$ cat config.mk
export PLATFORM = sky130hd
export DESIGN_NAME = nn_layer_sequencer
export DESIGN_NICKNAME = d
export VERILOG_FILES = /design/src/rtl/nn_layer_sequencer.sv
export SDC_FILE = /design/constraint.sdc
export NUM_CORES = 1
export LEC_CHECK = 0
export BUFFER_PORTS_ARGS = -buffer_cell sky130_fd_sc_hd__buf_2
export CAP_MARGIN = 15
export CORE_AREA = 2 2 273 275
export DETAILED_ROUTE_END_ITERATION = 6
export DIE_AREA = 0 0 275 277
export SLEW_MARGIN = 20
export SYNTH_ARGS = -nofsm -noshare
export SYNTH_HDL_FRONTEND = slang
export SYNTH_SLANG_ARGS = --single-unit
$ cat constraint.sdc
create_clock -name sys_clk -period 3.6 [get_ports sys_clk]
set_input_delay 0.72 -clock sys_clk [delete_from_list [all_inputs] [get_ports sys_clk]]
set_output_delay 0.72 -clock sys_clk [all_outputs]
set_load 0.02 [all_outputs]
$ cat src/rtl/nn_layer_sequencer.sv
// Layer chain controller: launches masked layer engines in order, arbitrates the
// shared feature RAM / weight ROM port, and reports watchdog, abort and run status.
module nn_layer_sequencer #(
   parameter int NUM_STAGES = 8,
   parameter int RAM_AW     = 16,
   parameter int RAM_DW     = 8,
   parameter int ROMW_AW    = 16,
   parameter int ROWO_AW    = 9,
   parameter int TO_W       = 24
) (
   input  logic                          sys_clk,
   input  logic                          rst,
   input  logic                          start_flag,
   input  logic                          abort,
   input  logic [NUM_STAGES-1:0]         stage_mask,
   output logic                          end_flag,
   output logic                          busy,
   output logic                          err_timeout,
   output logic                          err_spurious,
   output logic [3:0]                    cur_stage,
   output logic [31:0]                   run_cycles,
   output logic [NUM_STAGES-1:0]         stg_start,
   input  logic [NUM_STAGES-1:0]         stg_end,
   input  logic [NUM_STAGES*RAM_AW-1:0]  stg_ram_addr_w,
   input  logic [NUM_STAGES*RAM_DW-1:0]  stg_ram_data_w,
   input  logic [NUM_STAGES-1:0]         stg_ram_en,
   input  logic [NUM_STAGES-1:0]         stg_ram_wea,
   input  logic [NUM_STAGES*RAM_AW-1:0]  stg_ram_addr_r,
   input  logic [NUM_STAGES-1:0]         stg_ram_en_r,
   input  logic [NUM_STAGES*ROMW_AW-1:0] stg_rom_addr_rw,
   input  logic [NUM_STAGES-1:0]         stg_rom_en_rw,
   input  logic [NUM_STAGES*ROWO_AW-1:0] stg_rom_addr_row,
   input  logic [NUM_STAGES-1:0]         stg_rom_en_row,
   output logic [RAM_AW-1:0]             ram_addr_w,
   output logic [RAM_DW-1:0]             ram_data_w,
   output logic                          ram_en,
   output logic                          ram_wea,
   output logic [RAM_AW-1:0]             ram_addr_r,
   output logic                          ram_en_r,
   output logic [ROMW_AW-1:0]            rom_addr_rw,
   output logic                          rom_en_rw,
   output logic [ROWO_AW-1:0]            rom_addr_row,
   output logic                          rom_en_row
);

   typedef enum logic [1:0] {
      ST_IDLE,
      ST_LAUNCH,
      ST_WAIT,
      ST_FINISH
   } state_t;

   state_t                  state_q, state_d;
   logic [3:0]              idx_q, idx_d;
   logic [NUM_STAGES-1:0]   mask_q, mask_d;
   logic [TO_W-1:0]         wdog_q, wdog_d;
   logic [NUM_STAGES-1:0]   stgStart_q, stgStart_d;
   logic                    endFlag_q, endFlag_d;
   logic                    busy_q, busy_d;
   logic                    errTimeout_q, errTimeout_d;
   logic                    errSpurious_q, errSpurious_d;
   logic [31:0]             runCycles_q, runCycles_d;

   logic [3:0]              lowestIdx, nextIdx;
   logic                    lowestFound, nextFound;
   logic [NUM_STAGES-1:0]   selOneHot;
   logic                    endHit, spurious, active, startAccept;

   // Scanning from the top down leaves the lowest qualifying index as the final assignment.
   always_comb begin
      lowestIdx   = '0;
      lowestFound = 1'b0;
      nextIdx     = '0;
      nextFound   = 1'b0;
      selOneHot   = '0;
      for (int k = NUM_STAGES - 1; k >= 0; k--) begin
         if (stage_mask[k]) begin
            lowestIdx   = 4'(k);
            lowestFound = 1'b1;
         end
         if (mask_q[k] && (4'(k) > idx_q)) begin
            nextIdx   = 4'(k);
            nextFound = 1'b1;
         end
         selOneHot[k] = (idx_q == 4'(k));
      end
   end

   assign active      = (state_q == ST_LAUNCH) || (state_q == ST_WAIT);
   assign endHit      = (state_q == ST_WAIT) && |(stg_end & selOneHot);
   assign spurious    = (state_q == ST_WAIT) ? |(stg_end & ~selOneHot) : |stg_end;
   assign startAccept = (state_q == ST_IDLE) && start_flag && !busy_q;

   // Busy stays up through the end_flag cycle so the run counter includes it.
   always_comb begin
      state_d       = state_q;
      idx_d         = idx_q;
      mask_d        = mask_q;
      wdog_d        = wdog_q;
      stgStart_d    = '0;
      endFlag_d     = 1'b0;
      busy_d        = endFlag_q ? 1'b0 : busy_q;
      errTimeout_d  = errTimeout_q;
      errSpurious_d = errSpurious_q | spurious;
      runCycles_d   = (busy_q && (runCycles_q != 32'hFFFF_FFFF)) ? runCycles_q + 32'd1
                                                                 : runCycles_q;
      unique case (state_q)
         ST_IDLE: begin
            if (startAccept) begin
               mask_d        = stage_mask;
               errTimeout_d  = 1'b0;
               errSpurious_d = spurious;
               runCycles_d   = '0;
               busy_d        = 1'b1;
               wdog_d        = '0;
               if (lowestFound) begin
                  idx_d   = lowestIdx;
                  state_d = ST_LAUNCH;
               end else begin
                  idx_d   = '0;
                  state_d = ST_FINISH;
               end
            end
         end
         ST_LAUNCH: begin
            if (abort) begin
               state_d = ST_FINISH;
            end else begin
               stgStart_d = selOneHot;
               wdog_d     = '0;
               state_d    = ST_WAIT;
            end
         end
         ST_WAIT: begin
            // Abort outranks a completing stage, which outranks the watchdog.
            if (abort) begin
               state_d = ST_FINISH;
            end else if (endHit) begin
               if (nextFound) begin
                  idx_d   = nextIdx;
                  state_d = ST_LAUNCH;
               end else begin
                  state_d = ST_FINISH;
               end
            end else if (wdog_q == '1) begin
               errTimeout_d = 1'b1;
               state_d      = ST_FINISH;
            end else begin
               wdog_d = wdog_q + 1'b1;
            end
         end
         ST_FINISH: begin
            endFlag_d = 1'b1;
            idx_d     = '0;
            state_d   = ST_IDLE;
         end
         default: state_d = ST_IDLE;
      endcase
   end

   always_ff @(posedge sys_clk) begin
      if (rst) begin
         state_q       <= ST_IDLE;
         idx_q         <= '0;
         mask_q        <= '0;
         wdog_q        <= '0;
         stgStart_q    <= '0;
         endFlag_q     <= 1'b0;
         busy_q        <= 1'b0;
         errTimeout_q  <= 1'b0;
         errSpurious_q <= 1'b0;
         runCycles_q   <= '0;
      end else begin
         state_q       <= state_d;
         idx_q         <= idx_d;
         mask_q        <= mask_d;
         wdog_q        <= wdog_d;
         stgStart_q    <= stgStart_d;
         endFlag_q     <= endFlag_d;
         busy_q        <= busy_d;
         errTimeout_q  <= errTimeout_d;
         errSpurious_q <= errSpurious_d;
         runCycles_q   <= runCycles_d;
      end
   end

   assign end_flag     = endFlag_q;
   assign busy         = busy_q;
   assign err_timeout  = errTimeout_q;
   assign err_spurious = errSpurious_q;
   assign cur_stage    = active ? idx_q : 4'd0;
   assign run_cycles   = runCycles_q;
   assign stg_start    = stgStart_q;

   // Shared memory port follows the registered stage index; parked at zero outside a stage.
   always_comb begin
      ram_addr_w   = '0;
      ram_data_w   = '0;
      ram_en       = 1'b0;
      ram_wea      = 1'b0;
      ram_addr_r   = '0;
      ram_en_r     = 1'b0;
      rom_addr_rw  = '0;
      rom_en_rw    = 1'b0;
      rom_addr_row = '0;
      rom_en_row   = 1'b0;
      if (active) begin
         for (int k = 0; k < NUM_STAGES; k++) begin
            if (idx_q == 4'(k)) begin
               ram_addr_w   = stg_ram_addr_w[k*RAM_AW +: RAM_AW];
               ram_data_w   = stg_ram_data_w[k*RAM_DW +: RAM_DW];
               ram_en       = stg_ram_en[k];
               ram_wea      = stg_ram_wea[k];
               ram_addr_r   = stg_ram_addr_r[k*RAM_AW +: RAM_AW];
               ram_en_r     = stg_ram_en_r[k];
               rom_addr_rw  = stg_rom_addr_rw[k*ROMW_AW +: ROMW_AW];
               rom_en_rw    = stg_rom_en_rw[k];
               rom_addr_row = stg_rom_addr_row[k*ROWO_AW +: ROWO_AW];
               rom_en_row   = stg_rom_en_row[k];
            end
         end
      end
   end

endmodule

# Yosys cells after proc, flatten, opt, wreduce, memory -nomap -nowiden
# Index checks and enable logic that the tools add are counted.
# totals
regBits	82
in_bits	580
out_inout_bits	118
wordCells	232
# op_classes
n_addsub	2
order_cmp	8
eq_ne	21
mux	158
bitwise	5
reduce_logical	28
# op_table
operator	n
two-way mux 16 bit	27
two-way mux 24 bit	5
two-way mux 32 bit	3
two-way mux 9 bit	9
two-way mux 4 bit	20
two-way mux 1 bit	73
two-way mux 8 bit	9
one-hot mux 24 bit (3 select lines)	1
adder 32 x 1 -> 32 bit, second input constant	1
inequality test 32 bit, second input constant	1
adder 24 x 1 -> 24 bit, second input constant	1
equality test 24 bit, second input constant	1
OR reduction 8 bit	3
AND 8 bit	2
equality test 4 x 3 -> 1 bit, second input constant	4
> comparator 3 x 4 -> 1 bit, first input constant	4
inequality test 2 bit, second input constant	7
logical AND 1 bit	12
two-way mux 2 bit	6
one-hot mux 4 bit (3 select lines)	1
AND reduction 5 bit	2
equality test 4 x 2 -> 1 bit, second input constant	2
> comparator 1 x 4 -> 1 bit, first input constant	2
> comparator 2 x 4 -> 1 bit, first input constant	2
other kinds (20)	24

# Longest topological paths before layout
# Gate-level depths: netlist of the first run.
# depth
word_depth	14
mapped_depth	10

# Worst setup path after synthesis of the first run
# No wires, ideal clock.
# synth_timing
kind	register to output
from	register idx_q[0]
to	output port ram_addr_r[1]
t_arrival_ps	2199
t_required_ps	2880
path_slack_ps	681
path_stages_with_launch	9
cell_sequence	dfxtp_1 buf_2 clkbuf_1 buf_2 buf_2 buf_2 buf_2 o221ai_1 a21oi_1
# synth_via
elab_chain_cells	10
elab_cells_between_ends	17
cone_classes	eq/ne (7); mux (9); reduce/logical (1)
# synth_rtl
item	line	text
start: declaration	54	logic [3:0] idx_q, idx_d;
start signal: assignment	175	idx_q <= idx_d;
zero test 4 bit	209	if (idx_q == 4'(k)) begin
two-way mux 16 bit (7 in series)	209	
two-way mux 16 bit (*)	209	
two-way mux 16 bit (*)	207	if (active) begin
end: declaration	38	output logic [RAM_AW-1:0] ram_addr_r,
# Mark *: on every way between the ends. The rest lies on a longest branch, timed or not.

# Final worst setup path of the first run
# layout_timing
from	register idx_q[1]
to	output port rom_addr_rw[14]
# layout_via
elab_chain_cells	10
elab_cells_between_ends	17
cone_classes	eq/ne (7); mux (9); reduce/logical (1)
# layout_rtl
item	line	text
zero test 4 bit	209	
two-way mux 16 bit (7 in series)	209	
two-way mux 16 bit (*)	209	
two-way mux 16 bit (*)	207	
end: declaration	40	output logic [ROMW_AW-1:0] rom_addr_rw,
# Marked as above.

==> results_dict.tcl, run 1 <==
set metrics [dict create \
    whs_ns 0.466 \
    cts_tree "done" \
    fmax_mhz 299 \
    slew-limit-headroom_pct 52.0 \
    cts_sinks 80 \
    drt_iter0_drc 857 \
    min_period_ns 3.35 \
    switching_share_pct 53.3 \
    rsz0062_at_grt "false" \
    start_util_pct 12.7 \
    reg2reg_depth 6 \
    cts.clk_slew.worst_paths_ns 0.06 \
    holdPathEnd "mask_q[1]" \
    powerDensity_mw_per_mm2 572 \
    htreeDepth 3 \
    ant_nets 0 \
    grt_overflow_total 0 \
    grt_usage_pct 15.4 \
    nets 2528 \
    design.die.area_mm2 0.0762 \
    final_common_cell "buf_2" \
    r2r_setup_slack_ns 0.67 \
    clock_latency_ns 0.35 \
    pwr-share-clk_pct 12.1 \
    worst_pin_slew_ns 0.718 \
    synth.distinct_cells 63 \
    path_delay_family "compound AO/OA/AOI/OAI gates" \
    drive_gt1_share_pct 41.0 \
    port_buffers 696 \
    total_power_mw 8.24 \
    dpl.hpwl_um 52500 \
    synth-async-reset-ratio_pct 0 \
    via_per_inst 4.45 \
    cp_cell_sequence "buf_12, mux2i_1, nor2_1, a21oi_1, a21oi_1, o21a_1, buf_2" \
    cellInternalPower_mw 3.85 \
    status "completed" \
    wirelength_um 63400 \
    post_drt_wl_per_cell_um 21.7 \
    synth_edf_count 0 \
    syn2layout_area_growth_pct 54.2 \
    fin_tns_setup_ns 0 \
    p_sw_mw 4.39 \
    yosys.area.top_type "dfxtp_1" \
    criticalPathCategory "flop to output port" \
    num_rows 100 \
    drc 0 \
    setup_ws_ns 0.255 \
    crit_fanout 85 \
    num_io_pins 698 \
    min_path_cells 2 \
    grt_first_pass_wirelength_um 84500 \
    grt_pass1_vias 11900 \
    max-clock-path-buffers 2 \
    dp_slack_ns 0.202 \
    power_frac_seq_pct 13.2 \
    dieHeight_um 277 \
    cp.arrival_ns 2.63 \
    yosys_warnings 0 \
    grt_max_degree 86 \
    final_core_util_pct 19.6 \
    cp_common_cell "a21oi_1" \
    skew_ns 0.0141 \
    synth_area_mm2 0.00935 \
    avgSynthCellArea_um2 7.13 \
    drt_first_pass_iters 7 \
    cpMaxStageDelayCell "dfxtp_4" \
    timing.rr.end "wdog_q[17]" \
    synthTopCellsByArea "dfxtp_1 (17%), mux2i_1 (12%), a21oi_1 (9.5%), o21ai_0 (5.6%), a22o_1 (5.2%)" \
    synthCells 1311 \
    root_buffer "clkbuf_16" \
    finalCritPeriodShare_pct 92.9 \
    synth-seq-area-share_pct 17.1 \
    holdCritPathClass "flop to flop" \
    cts_inserted_buffers 9 \
    start_kind "flop" \
    final_cell_mix "buf_2 (695), a21oi_1 (177), nand2_1 (118), mux2i_1 (115), o21ai_0 (104)" \
    p_leak_nw 6.17 \
    r2r-start "idx_q[1]" \
    synth_ff_type "dfxtp_1" \
    required_ns 2.88 \
    via_count 13000 \
    slew_violations 0 \
    yosys_register_bits 80 \
    cp_num_buf_inv 2 \
    antenna_found_initial 52 \
    core_area_mm2 0.0736 \
    finalSetupViolCount 0 \
    finalHoldViolCount 0 \
    combPwrFrac_pct 74.7 \
    ir_drop_uv 374 \
    max_stage_delay_ns 0.65 \
    synth_nets 1899 \
    max_cap_viol_count 0 \
    place.gp.congestion 0.903 \
    crit_path_end_kind "output port" \
    worstHoldStart "mask_q[1]" \
    dieWidth_um 275 \
    synth_top_area_share_pct 17.1 \
]
-- sequential cells by signal (all words and copies together), names as in the netlist, 2 cells and up --
register and count:
idx_q 3, mask_q 7, stg_start 8, run_cycles 32, state_q 2, wdog_q 24
-- synthesized netlist by cell type, types with 13 or more instances --
master and number:
a21oi_1 177, a22o_1 55, a22oi_1 57, buf_2 16
clkbuf_1 93, dfxtp_1 80, inv_1 24, mux2_2 13
mux2i_1 115, mux4_2 17, nand2_1 118, nand3_1 24
nand4_1 15, nor2_1 101, nor2b_1 62, nor3_1 14
o21a_1 57, o21ai_0 105, o221ai_1 14, or3_1 22
xnor2_1 16
-- per-stage QoR --
stage	area (um^2)	instances
4_1_cts	14300	2912
2_1_floorplan	9350	1311
6_report	14400	2929
3_5_place_dp	14000	2897
3_3_place_gp	14000	2897
5_1_grt	14400	2926
-- power by group through the flow --
stage	Combinational, mW	Sequential [mW]	Clock, mW
6_report	6.15	1.09	0.998
5_1_grt	6.66	1.11	1.06
4_1_cts	6.17	1.11	1.03
3_5_place_dp	6.15	1.13	0
3_3_place_gp	6.14	1.13	0
2_1_floorplan	3.81	1.01	0
-- per-layer routing --
metal	GRT usage, %	vias up	wire length, um
met5	0	-	225
met4	5.93	34	2130
met3	5.11	116	5780
met2	25.9	633	30000
met1	18.0	6109	25300
li1	-	6143	-
-- worst reg2reg max path: cells and delay by family, from the launching register on --
family                 cells  cell delay [ns]
AO/OA/AOI/OAI              4             1.24
buffers and inverters      1             0.39
flip-flops                 1             0.65
AND/OR/NAND/NOR            1             0.60
-- how the worst max path moves through the flow --
stage          cells after the start              end  slack [ns]  startpoint
2_1_floorplan                      8    ram_addr_r[1]        0.68    idx_q[0]
3_3_place_gp                       6  rom_addr_rw[10]        0.15    idx_q[0]
5_1_grt                            8  rom_addr_rw[10]        0.02    idx_q[1]
3_5_place_dp                       6  rom_addr_rw[10]        0.20    idx_q[0]
6_report                           7  rom_addr_rw[14]        0.25    idx_q[1]
4_1_cts                            6  rom_addr_rw[10]        0.03    idx_q[0]
-- logic make-up after synthesis --
kind of cell               Yosys count  synth area share, %
buffers and inverters              144                 6.05
xor gates and xnor gates            21                 1.97
muxes                              145                 18.0
AOI/OAI and AO/OA                  509                 34.6
and+or+nand+nor                    403                 21.2
adders and majority gates            8                 1.07
other                                1               0.0401
DFF                                 80                 17.1
-- area by class of cell --
class / instances / area (um^2)
Clock inverter: 6 / 91.3
Tap cell: 969 / 1210
Sequential cell: 80 / 1610
Timing Repair Buffer: 738 / 3930
Clock buffer: 9 / 225
Fill cell: 8375 / 59200
Inverter: 24 / 90.1
Antenna cell: 16 / 40.0
Multi-Input combinational cell: 1087 / 7200
-- what timing repair did --
action                     in CTS  in global routing
setup endpoints to repair       1                  1
pin swaps                       0                  1
setup buffers                   0                  1
gates resized for setup         1                  2
hold buffers                    0                  0
(Power assumes the default switching activity.)
==> inputs of run 2 (changes only) <==
CTS_BUF_LIST = sky130_fd_sc_hd__clkbuf_2   (was default)
==> results_dict.tcl, run 2 (synthesis gave the netlist of run 1 again) <==
set metrics [dict create \
    status "completed" \
    clock_latency_ns 0.56 \
    cellInternalPower_mw 3.56 \
    final_core_util_pct 19.5 \
    syn2layout_area_growth_pct 53.8 \
    cts_sinks 80 \
    core_area_mm2 0.0736 \
    p_leak_nw 6.17 \
    root_buffer "clkbuf_2" \
    rsz0062_at_grt "false" \
    switching_share_pct 55.2 \
    cts_tree "done" \
    cts.clk_slew.worst_paths_ns 0.22 \
    powerDensity_mw_per_mm2 553 \
    cpMaxStageDelayCell "a21oi_1" \
    dieHeight_um 277 \
    nets 2538 \
    cts_inserted_buffers 9 \
    grt_pass1_vias 11900 \
    path_delay_family "compound AO/OA/AOI/OAI gates" \
    criticalPathCategory "flop to output port" \
    max-clock-path-buffers 2 \
    slew-limit-headroom_pct 52.0 \
    num_rows 100 \
    fin_tns_setup_ns 0 \
    cts_hold_buf 0 \
    required_ns 2.88 \
    via_per_inst 4.43 \
    min_period_ns 3.38 \
    cp.arrival_ns 2.66 \
    grt_first_pass_wirelength_um 85300 \
    place_area_mm2 0.0140 \
    cp_num_buf_inv 3 \
    ir_drop_uv 369 \
    post_drt_wl_per_cell_um 21.7 \
    slew_violations 0 \
    dieWidth_um 275 \
    design.die.area_mm2 0.0762 \
    cp_cell_sequence "buf_12, buf_12, mux2i_1, nor2_1, a21oi_1, a21oi_1, o21a_1, buf_2" \
    via_count 13000 \
    max_stage_delay_ns 0.45 \
    finalSetupViolCount 0 \
    crit_fanout 85 \
    combPwrFrac_pct 80.1 \
    grt_usage_pct 15.6 \
    finish.instance_area_mm2 0.0144 \
    ant_nets 0 \
    final_cell_mix "buf_2 (695), a21oi_1 (175), nand2_1 (118), mux2i_1 (115), o21ai_0 (104)" \
    wirelength_um 63800 \
    dpl.hpwl_um 52500 \
    num_io_pins 698 \
    pwr-share-clk_pct 7.3 \
    drt_iter0_drc 899 \
    skew_ns 0.0438 \
    largest_reg_flops 32 \
    holdCritPathClass "input port to flop" \
    fmax_mhz 296 \
    finalCritPeriodShare_pct 93.8 \
    max_cap_viol_count 0 \
    worst_pin_slew_ns 0.719 \
    drt_first_pass_iters 7 \
    crit_path_end_kind "output port" \
    drc 0 \
    htreeDepth 3 \
    power_frac_seq_pct 12.7 \
    grt_overflow_total 0 \
    final_common_cell "buf_2" \
    port_buffers 696 \
    place.gp.congestion 0.903 \
    whs_ns 0.434 \
    fillers 8393 \
    grt_max_degree 86 \
    drive_gt1_share_pct 41.4 \
    p_sw_mw 4.39 \
    start_util_pct 12.7 \
    start_kind "flop" \
    antenna_found_initial 50 \
    finalHoldViolCount 0 \
]
-- run 2: changes by cell type in the layout (fill, tap and decap cells not counted), moves of 2 or more --
cell,delta
a21oi_1,-2
a21oi_2,+2
buf_12,+4
buf_4,+5
clkbuf_16,-9
clkbuf_2,+9
-- run 2: layout make-up --
class / count / area [um^2] / share of cell area [%]
clock buffers: 9 / 45.0 / 0.313
clock inverters: 6 / 91.3 / 0.635
inverters: 24 / 90.1 / 0.627
flip-flops and latches: 80 / 1610 / 11.2
well taps: 969 / 1210 / 8.43
repair buffers: 748 / 4070 / 28.3
multi-input cells: 1087 / 7210 / 50.2
diodes: 16 / 40.0 / 0.278
-- run 2: tightest hold or removal path: cells and delay by family --
kind | cells | cell delay (ns)
AOI/OAI and AO/OA | 1 | 0.05
buffers and inverters | 1 | 0.12
and+or+nand+nor | 1 | 0.06
-- run 2: worst paths after layout --
| kind | depth (start not counted) | from | slack (ns) | end |
|---|---|---|---|---|
| hold / removal | 3 | stage_mask[4] | 0.43 | mask_q[4] |
| setup / recovery | 8 | idx_q[1] | 0.22 | rom_addr_rw[14] |
| setup reg to reg | 8 | idx_q[0] | 0.82 | wdog_q[17] |
| hold reg to reg | 2 | mask_q[1] | 0.48 | mask_q[1] |
-- run 2: power groups by stage --
stage	logic [mW]	clock network (mW)	registers [mW]
3_3_place_gp	6.14	0	1.13
4_1_cts	6.39	0.607	1.04
3_5_place_dp	6.15	0	1.13
5_1_grt	6.89	0.639	1.02
6_report	6.36	0.576	1.01
2_1_floorplan	3.81	0	1.01
-- run 2: routing by layer --
layer,wire (um),up-vias,GRT usage [%]
met1,25600,6101,18.2
met5,220,-,0
met2,30200,621,26.2
li1,-,6149,-
met4,2220,34,5.96
met3,5560,117,5.14
-- run 2: timing repair --
action	in CTS	in global routing
buffers inserted	8	4
pin swaps	1	1
resized for setup	4	1
setup endpoints to repair	5	3
-- run 2: metrics by stage --
stage / cells / setup WS, ns / total power [mW]
floorplan: 1311 / 0.681 / 4.81
global placement: 2897 / 0.153 / 7.26
detailed placement: 2897 / 0.202 / 7.28
CTS: 2920 / 0.00602 / 8.03
global route: 2936 / 0.0315 / 8.54
finish: 2939 / 0.225 / 7.95
